**src/rtl/tester_pkg.sv**
```systemverilog
// Shared types and defaults for the inverter tester controller.
package tester_pkg;

  localparam int unsigned DefaultWidth = 6;

  typedef enum logic [1:0] {
    StIdle,
    StSettle,
    StSample,
    StDone
  } state_e;

endpackage

```
**src/rtl/sync2.sv**
```systemverilog
// Two-flop synchronizer for the asynchronous DUT output pins; clears to 0 on reset.
module sync2 #(
  parameter int unsigned WIDTH = 1
) (
  input  logic             clk,
  input  logic             rst,
  input  logic [WIDTH-1:0] d,
  output logic [WIDTH-1:0] q
);

  logic [WIDTH-1:0] meta_q;
  logic [WIDTH-1:0] sync_q;

  always_ff @(posedge clk) begin
    if (rst) begin
      meta_q <= '0;
      sync_q <= '0;
    end else begin
      meta_q <= d;
      sync_q <= meta_q;
    end
  end

  assign q = sync_q;

endmodule

```
**src/rtl/inverter_tester_ctrl.sv**
```systemverilog
// Exhaustive sweep sequencer for the hex inverter fixture: drive, settle, sample, compare
// against the complement, and report a sticky per-channel fail mask and mismatch count.
module inverter_tester_ctrl
  import tester_pkg::*;
#(
  parameter int unsigned WIDTH         = DefaultWidth,
  parameter int unsigned SETTLE_CYCLES = 50
) (
  input  logic             clk,
  input  logic             rst,
  input  logic             start,
  input  logic             abort,
  output logic [WIDTH-1:0] dut_a,
  input  logic [WIDTH-1:0] dut_y,
  output logic             busy,
  output logic             done,
  output logic             pass,
  output logic [WIDTH-1:0] fail_mask,
  output logic [WIDTH:0]   fail_count
);

  localparam int unsigned CntW = (SETTLE_CYCLES > 1) ? $clog2(SETTLE_CYCLES) : 1;
  localparam logic [CntW-1:0] CntLoad = CntW'(SETTLE_CYCLES - 1);

  state_e           state_q, state_d;
  logic [WIDTH-1:0] vec_q, vec_d;
  logic [CntW-1:0]  cnt_q, cnt_d;
  logic [WIDTH-1:0] dut_a_q, dut_a_d;
  logic [WIDTH-1:0] mask_q, mask_d;
  logic [WIDTH:0]   count_q, count_d;
  logic             pass_q, pass_d;
  logic [WIDTH-1:0] y_sync;
  logic [WIDTH-1:0] mism;

  sync2 #(
    .WIDTH (WIDTH)
  ) u_sync2 (
    .clk (clk),
    .rst (rst),
    .d   (dut_y),
    .q   (y_sync)
  );

  assign mism = y_sync ^ ~vec_q;

  always_comb begin
    state_d = state_q;
    vec_d   = vec_q;
    cnt_d   = cnt_q;
    mask_d  = mask_q;
    count_d = count_q;
    pass_d  = pass_q;

    // Abort freezes all results, so a partial sample or the pass update never lands.
    if (abort) begin
      state_d = StIdle;
    end else begin
      unique case (state_q)
        StIdle: begin
          if (start) begin
            mask_d  = '0;
            count_d = '0;
            pass_d  = 1'b0;
            vec_d   = '0;
            cnt_d   = CntLoad;
            state_d = StSettle;
          end
        end
        StSettle: begin
          if (cnt_q == '0) begin
            state_d = StSample;
          end else begin
            cnt_d = cnt_q - CntW'(1);
          end
        end
        StSample: begin
          mask_d = mask_q | mism;
          if (|mism) begin
            count_d = count_q + (WIDTH + 1)'(1);
          end
          if (&vec_q) begin
            state_d = StDone;
          end else begin
            vec_d   = vec_q + WIDTH'(1);
            cnt_d   = CntLoad;
            state_d = StSettle;
          end
        end
        StDone: begin
          pass_d  = (mask_q == '0);
          state_d = StIdle;
        end
        default: state_d = StIdle;
      endcase
    end

    // Registering from next-state makes the new pattern visible on the first SETTLE cycle.
    dut_a_d = (state_d == StSettle) ? vec_d : '0;
  end

  always_ff @(posedge clk) begin
    if (rst) begin
      state_q <= StIdle;
      vec_q   <= '0;
      cnt_q   <= '0;
      dut_a_q <= '0;
      mask_q  <= '0;
      count_q <= '0;
      pass_q  <= 1'b0;
    end else begin
      state_q <= state_d;
      vec_q   <= vec_d;
      cnt_q   <= cnt_d;
      dut_a_q <= dut_a_d;
      mask_q  <= mask_d;
      count_q <= count_d;
      pass_q  <= pass_d;
    end
  end

  assign dut_a      = dut_a_q;
  assign busy       = (state_q == StSettle) || (state_q == StSample);
  assign done       = (state_q == StDone);
  assign pass       = pass_q;
  assign fail_mask  = mask_q;
  assign fail_count = count_q;

endmodule
```
**config.mk**
```make
export PLATFORM = sky130hd
export DESIGN_NAME = inverter_tester_ctrl
export DESIGN_NICKNAME = d
export VERILOG_FILES = /design/src/rtl/tester_pkg.sv /design/src/rtl/sync2.sv /design/src/rtl/inverter_tester_ctrl.sv
export SDC_FILE = /design/constraint.sdc
export NUM_CORES = 1
export LEC_CHECK = 0
export ABC_CLOCK_PERIOD_IN_PS = 1700
export BUFFER_PORTS_ARGS = -buffer_cell sky130_fd_sc_hd__buf_2
export CORE_ASPECT_RATIO = 0.8
export CORE_MARGIN = 2
export CORE_UTILIZATION = 35
export CTS_BUF_LIST = sky130_fd_sc_hd__clkbuf_8
export DETAILED_ROUTE_END_ITERATION = 7
export GPL_TIMING_DRIVEN = 0
export PLACE_DENSITY = 0.59
export SYNTH_ARGS = -nofsm -noshare
export SYNTH_HDL_FRONTEND = slang
export SYNTH_SLANG_ARGS = --single-unit
```
**constraint.sdc**
```tcl
create_clock -name clk -period 1.7 [get_ports clk]
set_clock_uncertainty 0.15 [all_clocks]
set_input_delay 0.34 -clock clk [delete_from_list [all_inputs] [get_ports clk]]
set_output_delay 0.34 -clock clk [all_outputs]
set_load 0.005 [all_outputs]
```
## After elaboration in Yosys (flattened, before gate mapping)

Cells that the tools add are included.

- Logic and storage cells: 59
- Output and inout port bits: 22
- Bits in registers: 46

- Equality and inequality tests: 8
- Reduce and logical (&&, ||, !) cells: 14
- $add $sub $neg: 3
- Muxes and demuxes: 20
- Bitwise operators: 5

Operators by type and width:

| operator | count |
|---|---|
| 6-bit two-way mux | 7 |
| 6-bit one-hot mux with 2 select lines | 2 |
| 6-bit one-hot mux with 3 select lines | 1 |
| 7-bit two-way mux | 2 |
| 7-bit one-hot mux with 2 select lines | 1 |
| 6-bit zero test | 2 |
| 2-bit two-way mux | 4 |
| 2-bit != test (second input constant) | 4 |
| 2-bit one-hot mux with 4 select lines | 1 |
| 7-bit by 1-bit adder with 7-bit output (second input constant) | 1 |
| 6-bit by 1-bit adder with 6-bit output (second input constant) | 1 |
| 6-bit inverter | 1 |
| 6-bit OR | 1 |
| 3-bit AND reduction | 2 |
| 6-bit AND reduction | 1 |
| 6-bit OR reduction | 1 |
| 6-bit by 1-bit subtractor with 6-bit output (second input constant) | 1 |
| 6-bit bitwise XOR | 1 |
| 5-bit AND reduction | 1 |
| 2-bit by 1-bit == test with 1-bit output (second input constant) | 2 |
| 2-bit == test (second input constant) | 2 |
| 4-bit AND reduction | 1 |
| 2-bit nonzero test | 2 |
| 3-bit nonzero test | 1 |
| other kinds (6) | 7 |

## Longest topological paths before layout

Gate-level depths: netlist (run 1).

- Depth in word-level cells: 7
- Gate-level depth with buffers: 9

## Cells and area by module

From an unflattened synthesis (run 1), not the netlist that was laid out.

- Cell total of the unflattened synthesis: 221
- Area total of the unflattened synthesis: 2,035.7 µm²

By module, submodules not included:

| module | area each (µm²) | cells an instance | times used | seq. area each (µm²) |
|---|---|---|---|---|
| inverter_tester_ctrl | 1,669.1 | 196 | 1 | 680.7 |
| sync2 | 366.6 | 25 | 1 | 240.2 |

## Least setup slack after synthesis (run 1)

No wires, ideal clock.

- Path type: register -> register
- Start point: register state_q[0]
- End point: register mask_q[0] (netlist: fail_mask[0])
- Slack: -0.178 ns
- Path buffers: 1
- Required time: 1.435 ns
- Data arrival time: 1.614 ns
- Library setup time: 0.115 ns
- Cell stages (with the launch flop): 9
- Path through: dfxtp_1 inv_1 ha_1 and2b_1 or3_1 clkbuf_1 nor2_1 nor2_1 o21a_1

- Longest elaborated chain between the ends: 3
- Elaborated cells on any way between the ends: 6
- Classes of those cells: eq/ne: 2; mux: 1; reduce/logical: 3

Ends and longest elaborated chain:

| element | RTL line | source |
|---|---|---|
| start: declaration | inverter_tester_ctrl.sv:25 | `state_e state_q, state_d;` |
| start signal: assignment | inverter_tester_ctrl.sv:103 | `state_q <= StIdle;` |
| start signal: assignment | inverter_tester_ctrl.sv:111 | `state_q <= state_d;` |
| 2-bit == test / 2-bit zero test (equally long branches) | inverter_tester_ctrl.sv:58 | `unique case (state_q)` |
| 2-bit nonzero test (no line) / 2-bit != test (equally long branches) | -- |  |
| 3-bit AND reduction (no line) | -- |  |
| end signal: assignment | inverter_tester_ctrl.sv:115 | `mask_q <= mask_d;` |
| end: declaration | inverter_tester_ctrl.sv:29 | `logic [WIDTH-1:0] mask_q, mask_d;` |

Parallel ways exist; a longest one is shown, timed or not.
A chain may end at the register's enable or synchronous reset.

## Final worst setup path (run 1)

- Start point: register state_q[1]
- End point: register count_q[3] (netlist: fail_count[3])

- Longest elaborated chain between the ends: 3
- Elaborated cells on any way between the ends: 7
- Classes of those cells: eq/ne: 3; mux: 1; reduce/logical: 3

Ends and longest elaborated chain:

| element | RTL line | source |
|---|---|---|
| 2-bit == test / 2-bit zero test (equally long branches) | inverter_tester_ctrl.sv:58 |  |
| 2-bit != test (no line) / 2-bit nonzero test (equally long branches) | -- |  |
| 4-bit AND reduction (no line) | -- |  |
| end signal: assignment | inverter_tester_ctrl.sv:116 | `count_q <= count_d;` |
| end: declaration | inverter_tester_ctrl.sv:30 | `logic [WIDTH:0] count_q, count_d;` |

Parallel ways exist; a longest one is shown, timed or not.

==> results of run 1 <==
through the flow:
step / instances / utilization [%] / total power, mW
finish: 363 / 52.03 / 2.125
global route: 363 / 52.03 / 2.237
global placement: 332 / 42.08 / 1.375
floorplan: 224 / - / 1.313
CTS: 353 / 47.81 / 2.105
detailed placement: 332 / 42.08 / 1.380
worst max-delay path, cell delays in order (launching register included):
cell     delay, ps
dfxtp_4        380
inv_4           40
ha_4           170
mux2i_4        190
nor2_4         120
o21ai_2         80
buf_6          130
or3_4          330
a21oi_2        150
worst max path at each step:
stage                from            end  slack, ps
2_1_floorplan  state_q[0]  fail_count[6]        -30
4_1_cts        state_q[1]  fail_count[3]       -110
3_3_place_gp   state_q[0]       cnt_q[3]       -250
6_report       state_q[1]  fail_count[3]       -120
3_5_place_dp   state_q[0]       cnt_q[3]       -260
5_1_grt        state_q[1]       cnt_q[2]       -190
layer usage:
metal,up-vias,GRT usage (%)
met4,0,5.892
met1,822,23.11
li1,896,-
met2,44,21.72
met5,-,0
met3,10,3.687
Yosys cell counts, types with 6 or more instances:
| cell type | instances | area, sq um |
|---|---|---|
| o21a_1 | 8 | 60.06 |
| xor2_1 | 8 | 70.07 |
| o21ai_0 | 14 | 70.07 |
| nand2_1 | 11 | 41.29 |
| or3_1 | 6 | 37.54 |
| nand3_1 | 13 | 65.06 |
| nor2_1 | 23 | 86.33 |
| a21oi_1 | 13 | 65.06 |
| inv_1 | 6 | 22.52 |
| dfxtp_1 | 46 | 920.9 |
| ha_1 | 7 | 87.58 |
| nor2b_1 | 16 | 100.1 |
| nor3_1 | 6 | 30.03 |
sequential cells by signal, indices dropped and copies added (netlist names):
name,cells
fail_count,7
pass,1
state_q,2
fail_mask,6
cnt_q,6
dut_a,6
vec_q,6
u_sync2.q,6
u_sync2.meta_q,6
power by group:
group          total (mW)  internal [mW]  switching, mW
sequential           1.14           1.11         0.0302
combinational       0.313          0.162          0.152
clock               0.674          0.322          0.352
total                2.13           1.59          0.534
cell type report:
| class | instances | share of cell area (%) |
|---|---|---|
| Buffer | 6 | 1.138 |
| Clock buffer | 6 | 2.888 |
| Clock inverter | 2 | 0.3063 |
| Inverter | 6 | 1.050 |
| Multi-Input combinational cell | 163 | 45.03 |
| Sequential cell | 46 | 33.00 |
| Tap cell | 78 | 3.414 |
| Timing Repair Buffer | 56 | 13.17 |
kinds of logic after synthesis:
kind of cell	after synthesis	synth area share, %
flip-flops	46	45.91
AO/OA/AOI/OAI	52	16.91
adder cells (fa/ha/maj)	7	4.367
XOR/XNOR	8	3.494
multiplexers	1	0.4991
AND/OR/NAND/NOR	95	25.39
buffers and inverters	15	3.431
timing repair:
item,in CTS,in global routing
setup buffers,14,13
hold endpoints to repair,0,0
gates resized for setup,39,37
endpoints found under the setup margin,29,33
pin swaps,19,18
hold buffers,0,0
==> results.sh, run 1 <==
export IMPL_synth_avg_cell_area_sq_um=8.954
export IMPL_antenna_left=0
export IMPL_m1WireLength_microns=2519
export IMPL_synth_edf_count=0
export IMPL_multiInputGateArea_sq_mm=0.001287
export IMPL_seq_area_sq_um=943.4
export IMPL_hold_violations=0
export IMPL_yosysUniqueCellTypes=43
export IMPL_synth_seq_area_share_pct=45.91
export IMPL_synth_seq_cells=46
export IMPL_drt_iter0_drc=30
export IMPL_clk_pin_slew_ps=80
export IMPL_setup_violations=21
export IMPL_reg2regPathDepth=8
export IMPL_min_delay_start="dut_y[1]"
export IMPL_grt_pass1_wl_microns=7638
export IMPL_met3WireLength_microns=208
export IMPL_hold_ws_ps=107.6
export IMPL_via_count=1772
export IMPL_vdd_drop_max_mv=0.4935
export IMPL_area_growth_pct=42.55
export IMPL_netlist_area_sq_mm=0.002006
export IMPL_worst_slew_pin_slew_ps=621.5
export IMPL_antenna_found_initial=0
export IMPL_first_pass_iters=4
export IMPL_crit_path_end_kind="flop"
export IMPL_dpl_worst_slack_ps=-256.0
export IMPL_grt_max_degree=14
export IMPL_powerDensity_mw_per_mm2=743.3
export IMPL_totalWireLength_microns=4904
export IMPL_min_period_over_period_pct=106.8
export IMPL_critical_path_class="reg2reg"
export IMPL_syn_nets=241
export IMPL_drc=0
export IMPL_numCtsBuffers=5
export IMPL_r2r_start="state_q[1]"
export IMPL_ios=32
export IMPL_htree_levels=2
export IMPL_r2r_end="fail_count[3]"
export IMPL_synth_cells=224
export IMPL_violations="setup timing"
export IMPL_portBuffers=30
export IMPL_grtUsageTotal_pct=15.58
export IMPL_synth_async_reset_ratio_pct=0
export IMPL_die_w_microns=88.64
export IMPL_nets=301
export IMPL_fin_tns_setup_ps=-1418
export IMPL_start_util_pct=36.50
export IMPL_slew_violations=0
export IMPL_cts_root_buffer="clkbuf_8"
export IMPL_crit_fanout=8
export IMPL_dpl_hpwl_microns=3156
export IMPL_cp_required_ps=1780
export IMPL_clk_path_buf_depth=2
export IMPL_wl_met2_microns=2100
export IMPL_status="complete, but fails checks"
export IMPL_critPathArrivalTime_ps=1900
export IMPL_final_area_sq_mm=0.002859
export IMPL_drive_above_1_share_pct=43.16
export IMPL_grt_pass1_vias=1585
export IMPL_yosysWarnings=0
export IMPL_core_area_sq_mm=0.005495
export IMPL_gp_congestion=0.8072
export IMPL_fin_ws_ps=-115.6
export IMPL_topRoutingLayerUsed="met4"
export IMPL_synthFlopType="dfxtp_1"
export IMPL_cts_sinks=46
export IMPL_grt_setup_unrepaired="yes"
export IMPL_fillers=511
export IMPL_p_leak_nw=1.176
export IMPL_antennaDiodeCount=0
export IMPL_routedWlPerCell_microns=13.51
export IMPL_place_area_sq_mm=0.002312
export IMPL_cts_tree="yes"
export IMPL_finalWorstPathRequiredPeriod_ps=1816
export IMPL_final_common_cell="dfxtp_1"
export IMPL_max_clock_freq_mhz=550.8
export IMPL_drt_vias_per_instance=4.882
export IMPL_hold_depth=2
export IMPL_die_h_microns=71.71
export IMPL_crit_path_start_kind="flop"
export IMPL_hold_class="in2reg"
export IMPL_reg2reg_slack_ps=-120
export IMPL_grt_overflow_total=0
export IMPL_num_rows=24
export IMPL_drv_cap=0
export IMPL_clkLatencyLatePin_ps=290
export IMPL_dieArea_sq_mm=0.006356
export IMPL_layout_common_cells="dfxtp_1 (38), buf_2 (32), nor2_1 (21), buf_4 (20), nor2b_1 (16)"
export IMPL_holdPathEnd="u_sync2.meta_q[1]"
export IMPL_relSlewSlack_pct=58.57
(Power assumes the default switching activity.)
==> run 2: changes to the inputs <==
- CTS_BUF_LIST: sky130_fd_sc_hd__clkbuf_8 -> sky130_fd_sc_hd__clkbuf_2
- HOLD_SLACK_MARGIN: unset -> 0.08
==> results.sh, run 2 (synthesis gave the netlist of run 1 again) <==
export IMPL_hold_class="in2reg"
export IMPL_comb_power_share_pct=16.6
export IMPL_grtUsageTotal_pct=15.70
export IMPL_worst_path_stages=8
export IMPL_clkLatencyLatePin_ps=390
export IMPL_final_common_cell="dfxtp_1"
export IMPL_routedWlPerCell_microns=13.18
export IMPL_grt_pass1_vias=1625
export IMPL_grt_setup_unrepaired="yes"
export IMPL_crit_path_end="fail_count[3]"
export IMPL_worst_slew_pin_slew_ps=767.6
export IMPL_dpl_worst_slack_ps=-256.0
export IMPL_drive_above_1_share_pct=42.27
export IMPL_core_area_sq_mm=0.005495
export IMPL_fillers=509
export IMPL_critPathArrivalTime_ps=2040
export IMPL_status="complete, but fails checks"
export IMPL_min_period_over_period_pct=107.9
export IMPL_totalWireLength_microns=4865
export IMPL_p_leak_nw=1.167
export IMPL_max_clock_freq_mhz=545.2
export IMPL_first_pass_iters=4
export IMPL_clk_path_buf_depth=2
export IMPL_relSlewSlack_pct=48.83
export IMPL_cts_tree="yes"
export IMPL_crit_path_start_kind="flop"
export IMPL_drc=0
export IMPL_grt_pass1_wl_microns=7714
export IMPL_nets=307
export IMPL_finalWorstPathRequiredPeriod_ps=1834
export IMPL_p_int_mw=1.374
export IMPL_ios=32
export IMPL_hold_violations=0
export IMPL_antennaDiodeCount=0
export IMPL_portBuffers=30
export IMPL_drt_iter0_drc=56
export IMPL_power_switching_uw=510.3
export IMPL_dieArea_sq_mm=0.006356
export IMPL_p_seq_share_pct=60.4
export IMPL_critical_path_class="reg2reg"
export IMPL_layout_common_cells="dfxtp_1 (37), buf_2 (30), nor2_1 (21), buf_4 (20), nor2b_1 (15)"
export IMPL_cp_num_buf_inv=2
export IMPL_r2r_end="fail_count[3]"
export IMPL_dpl_hpwl_microns=3156
export IMPL_crit_path_end_kind="flop"
export IMPL_multiInputGateArea_sq_mm=0.001284
export IMPL_totalPowerFinal_mw=1.885
export IMPL_r2r_start="state_q[1]"
export IMPL_cp_top_family="simple AND/OR/NAND/NOR gates"
export IMPL_slew_violations=0
export IMPL_switching_share_pct=27.08
export IMPL_clk_pin_slew_ps=220
export IMPL_powerDensity_mw_per_mm2=658.9
export IMPL_crit_slowest_cell="dfxtp_4"
export IMPL_gp_congestion=0.8072
export IMPL_cts_sinks=46
export IMPL_cp_required_ps=1900
export IMPL_start_util_pct=36.50
export IMPL_crit_fanout=5
export IMPL_vdd_drop_max_mv=0.4201
export IMPL_drv_cap=0
export IMPL_via_count=1770
export IMPL_num_rows=24
export IMPL_setup_worst_path_start="state_q[1]"
export IMPL_seq_area_sq_um=942.2
export IMPL_pwr_share_clk_pct=23.0
export IMPL_largest_reg_flops=7
export IMPL_area_growth_pct=42.61
export IMPL_cts_root_buffer="clkbuf_2"
export IMPL_grt_max_degree=14
export IMPL_reg2regPathDepth=8
export IMPL_die_h_microns=71.71
export IMPL_antenna_left=0
export IMPL_htree_levels=2
export IMPL_antenna_found_initial=0
export IMPL_reg2reg_slack_ps=-130
export IMPL_drt_vias_per_instance=4.797
export IMPL_slowest_delay_ps=430
export IMPL_numCtsBuffers=5
export IMPL_fin_ws_ps=-134.2
export IMPL_setup_violations=27
export IMPL_die_w_microns=88.64
export IMPL_violations="setup timing"
export IMPL_grt_overflow_total=0
export IMPL_cp_cell_sequence="inv_4, ha_4, mux2i_4, nor2_4, o21ai_2, buf_6, or3_4, a21oi_2"
==> run 2: timing repair <==
action                                 4_1_cts  5_1_grt
endpoints found under the hold margin        7        0
setup buffers                               19        4
pin swaps                                   14       15
setup endpoints to repair                   31       34
gates resized for setup                     41       36
hold buffers                                 7        0
cloned                                       1        0
==> run 2: worst min path at each step <==
stage                                 start           end  cells past startpoint
after floorplan           u_sync2.meta_q[0]  u_sync2.q[0]                      1
after global placement    u_sync2.meta_q[5]  u_sync2.q[5]                      1
after detailed placement  u_sync2.meta_q[0]  u_sync2.q[0]                      1
after CTS                             abort    state_q[0]                      2
after global routing                  abort    state_q[0]                      2
final                                 abort    state_q[1]                      2
==> run 2: power by group through the flow <==
stage	logic, mW	clock network, mW	registers (mW)
4_1_cts	0.290	0.460	1.14
2_1_floorplan	0.153	0	1.16
5_1_grt	0.344	0.504	1.14
3_5_place_dp	0.215	0	1.16
6_report	0.314	0.433	1.14
3_3_place_gp	0.212	0	1.16
==> run 2: through the flow <==
step	util, %	setup TNS, ps	instance area (sq um)	std cells	hold slack, ps
2_1_floorplan	-	-172.3	2064	224	263.8
3_3_place_gp	42.08	-4332	2312	332	268.6
3_5_place_dp	42.08	-4650	2312	332	278.4
4_1_cts	49.66	-1779	2729	366	89.64
5_1_grt	52.05	-4147	2860	369	87.80
6_report	52.05	-1737	2860	369	125.1
==> run 2: worst register-to-register path, stage by stage (launching register included) <==
cell and delay (ps):
dfxtp_4 430, inv_4 50, ha_4 170, mux2i_4 190, nor2_4 120, o21ai_2 80, buf_6 130, or3_4 320
a21oi_2 140
==> run 2: cell type report <==
| class | instances | area share (%) |
|---|---|---|
| multi-input combinational | 163 | 44.88 |
| clock buffer | 6 | 1.050 |
| timing repair buffer | 61 | 14.74 |
| tap | 78 | 3.412 |
| sequential | 46 | 32.94 |
| clock inverter | 2 | 0.3062 |
| inverter | 6 | 0.9624 |
| buffer | 7 | 1.706 |
==> run 2: routing by layer <==
| metal | up-vias | global-route usage [%] | share of wire (%) |
|---|---|---|---|
| li1 | 917 | - | - |
| met1 | 820 | 23.18 | 54 |
| met2 | 31 | 22.64 | 43 |
| met3 | 2 | 3.687 | 3.2 |
| met4 | 0 | 4.714 | 0.45 |
| met5 | - | 0 | 0 |
==> run 3: changes to the inputs <==
- CTS_BUF_LIST: sky130_fd_sc_hd__clkbuf_2 -> sky130_fd_sc_hd__clkbuf_16
==> results.sh, run 3 (synthesis gave the netlist of run 1 again) <==
export IMPL_drv_cap=0
export IMPL_grtUsageTotal_pct=15.74
export IMPL_relSlewSlack_pct=57.46
export IMPL_gp_congestion=0.8072
export IMPL_finalWorstPathRequiredPeriod_ps=1835
export IMPL_p_seq_share_pct=48.7
export IMPL_final_common_cell="dfxtp_1"
export IMPL_max_clock_freq_mhz=545.1
export IMPL_antenna_left=0
export IMPL_numCtsBuffers=5
export IMPL_dieArea_sq_mm=0.006356
export IMPL_grt_overflow_total=0
export IMPL_num_rows=24
export IMPL_ios=32
export IMPL_cts_sinks=46
export IMPL_crit_fanout=8
export IMPL_violations="setup timing"
export IMPL_die_w_microns=88.64
export IMPL_first_pass_iters=4
export IMPL_via_count=1745
export IMPL_fillers=519
export IMPL_reg2regPathDepth=8
export IMPL_switching_share_pct=23.78
export IMPL_crit_path_end="fail_count[3]"
export IMPL_cts_tree="yes"
export IMPL_r2r_end="fail_count[3]"
export IMPL_layout_common_cells="dfxtp_1 (38), buf_2 (32), nor2_1 (21), nor2b_1 (16), buf_4 (16)"
export IMPL_die_h_microns=71.71
export IMPL_clkLatencyLatePin_ps=280
export IMPL_slew_violations=0
export IMPL_grt_pass1_wl_microns=7631
export IMPL_grt_setup_unrepaired="yes"
export IMPL_vdd_drop_max_mv=0.6003
export IMPL_comb_power_share_pct=12.2
export IMPL_dpl_hpwl_microns=3156
export IMPL_drc=0
export IMPL_crit_path_start_kind="flop"
export IMPL_setup_worst_path_start="state_q[0]"
export IMPL_final_util_pct=50.25
export IMPL_holdBufCountCts=0
export IMPL_start_util_pct=36.50
export IMPL_clk_path_buf_depth=2
export IMPL_portBuffers=30
export IMPL_p_leak_nw=1.134
export IMPL_area_growth_pct=37.68
export IMPL_htree_levels=2
export IMPL_critPathArrivalTime_ps=1900
export IMPL_cts_root_buffer="clkbuf_16"
export IMPL_totalWireLength_microns=4800
export IMPL_hold_class="in2reg"
export IMPL_power_switching_uw=557.1
export IMPL_reg2reg_slack_ps=-130
export IMPL_grt_pass1_vias=1594
export IMPL_setup_violations=25
export IMPL_routedWlPerCell_microns=13.52
export IMPL_status="complete, but fails checks"
export IMPL_pwr_share_clk_pct=39.2
export IMPL_drt_iter0_drc=72
export IMPL_clk_pin_slew_ps=60
export IMPL_dpl_worst_slack_ps=-256.0
export IMPL_crit_slowest_cell="dfxtp_4"
export IMPL_nets=293
export IMPL_antenna_found_initial=0
export IMPL_core_area_sq_mm=0.005495
export IMPL_slowest_delay_ps=380
export IMPL_powerDensity_mw_per_mm2=848.3
export IMPL_p_int_mw=1.785
export IMPL_cp_cell_sequence="inv_4, ha_4, mux2i_4, nor2_4, o21ai_2, buf_6, or3_4, a21oi_2"
export IMPL_drive_above_1_share_pct=37.91
export IMPL_r2r_start="state_q[0]"
export IMPL_fin_ws_ps=-134.6
export IMPL_grt_max_degree=14
export IMPL_fin_tns_setup_ps=-1628
export IMPL_largest_reg_flops=7
export IMPL_hold_violations=0
export IMPL_antennaDiodeCount=0
export IMPL_critical_path_class="reg2reg"
export IMPL_crit_path_end_kind="flop"
export IMPL_worst_slew_pin_slew_ps=638.0
export IMPL_drt_vias_per_instance=4.915
export IMPL_min_period_over_period_pct=107.9
export IMPL_cp_required_ps=1770
run 3: cell count changes in the layout (fill, tap and decap cells not counted), moves of 2 or more:
cell           delta
a21oi_1           +3
a21oi_2           -3
buf_2             +2
buf_4             -4
buf_6             -4
clkbuf_16         +5
clkbuf_2          -6
dlygate4sd3_1     -7
run 3: layer usage:
| metal | vias up | part of all wire (%) | global-route usage [%] |
|---|---|---|---|
| li1 | 890 | - | - |
| met1 | 801 | 51 | 23.02 |
| met2 | 43 | 42 | 21.89 |
| met3 | 11 | 4.1 | 4.032 |
| met4 | 0 | 2.0 | 6.397 |
| met5 | - | 0 | 0 |
run 3: worst min path at each step:
| stage | from | endpoint | slack [ps] | depth (start not counted) |
|---|---|---|---|---|
| global route | dut_y[0] | u_sync2.meta_q[0] | 120 | 2 |
| global placement | u_sync2.meta_q[5] | u_sync2.q[5] | 270 | 1 |
| CTS | dut_y[0] | u_sync2.meta_q[0] | 110 | 2 |
| detailed placement | u_sync2.meta_q[0] | u_sync2.q[0] | 280 | 1 |
| floorplan | u_sync2.meta_q[0] | u_sync2.q[0] | 260 | 1 |
| finish | dut_y[1] | u_sync2.meta_q[1] | 120 | 2 |
run 3: cell type report:
| type | count | area [sq um] | share of cell area (%) |
|---|---|---|---|
| multi-input cells | 163 | 1232 | 44.63 |
| clock inverters | 3 | 12.51 | 0.4531 |
| well taps | 78 | 97.59 | 3.534 |
| plain buffers | 7 | 46.29 | 1.676 |
| clock buffers | 5 | 125.1 | 4.531 |
| inverters | 6 | 27.53 | 0.9968 |
| repair buffers | 47 | 281.5 | 10.19 |
| flip-flops and latches | 46 | 938.4 | 33.98 |
run 3: power by group through the flow:
stage | registers [mW] | clock network [mW] | logic, mW
after CTS | 1.14 | 0.939 | 0.257
after detailed placement | 1.16 | 0 | 0.215
after global placement | 1.16 | 0 | 0.212
after floorplan | 1.16 | 0 | 0.153
final | 1.14 | 0.918 | 0.285
after global routing | 1.14 | 0.991 | 0.316
run 3: what timing repair did:
| item | CTS | global route |
|---|---|---|
| setup endpoints to repair | 29 | 33 |
| setup buffers | 10 | 7 |
| resized for setup | 36 | 21 |
| pin swaps | 23 | 10 |
run 3: stage by stage:
stage,instances,instance area [sq um],hold slack [ps],power [mW]
after global placement,332,2312,268.6,1.375
after floorplan,224,2064,263.8,1.313
after detailed placement,332,2312,278.4,1.380
final,355,2761,118.6,2.342
after CTS,349,2636,113.6,2.336
after global routing,355,2761,121.2,2.451
run 3: critical path, delay by kind of cell, from the launching register on:
family / cells / cell delay [ps]
buffers and inverters: 2 / 180
muxes: 1 / 190
AOI/OAI and AO/OA: 2 / 210
and+or+nand+nor: 2 / 470
DFF: 1 / 380
adders and majority gates: 1 / 170
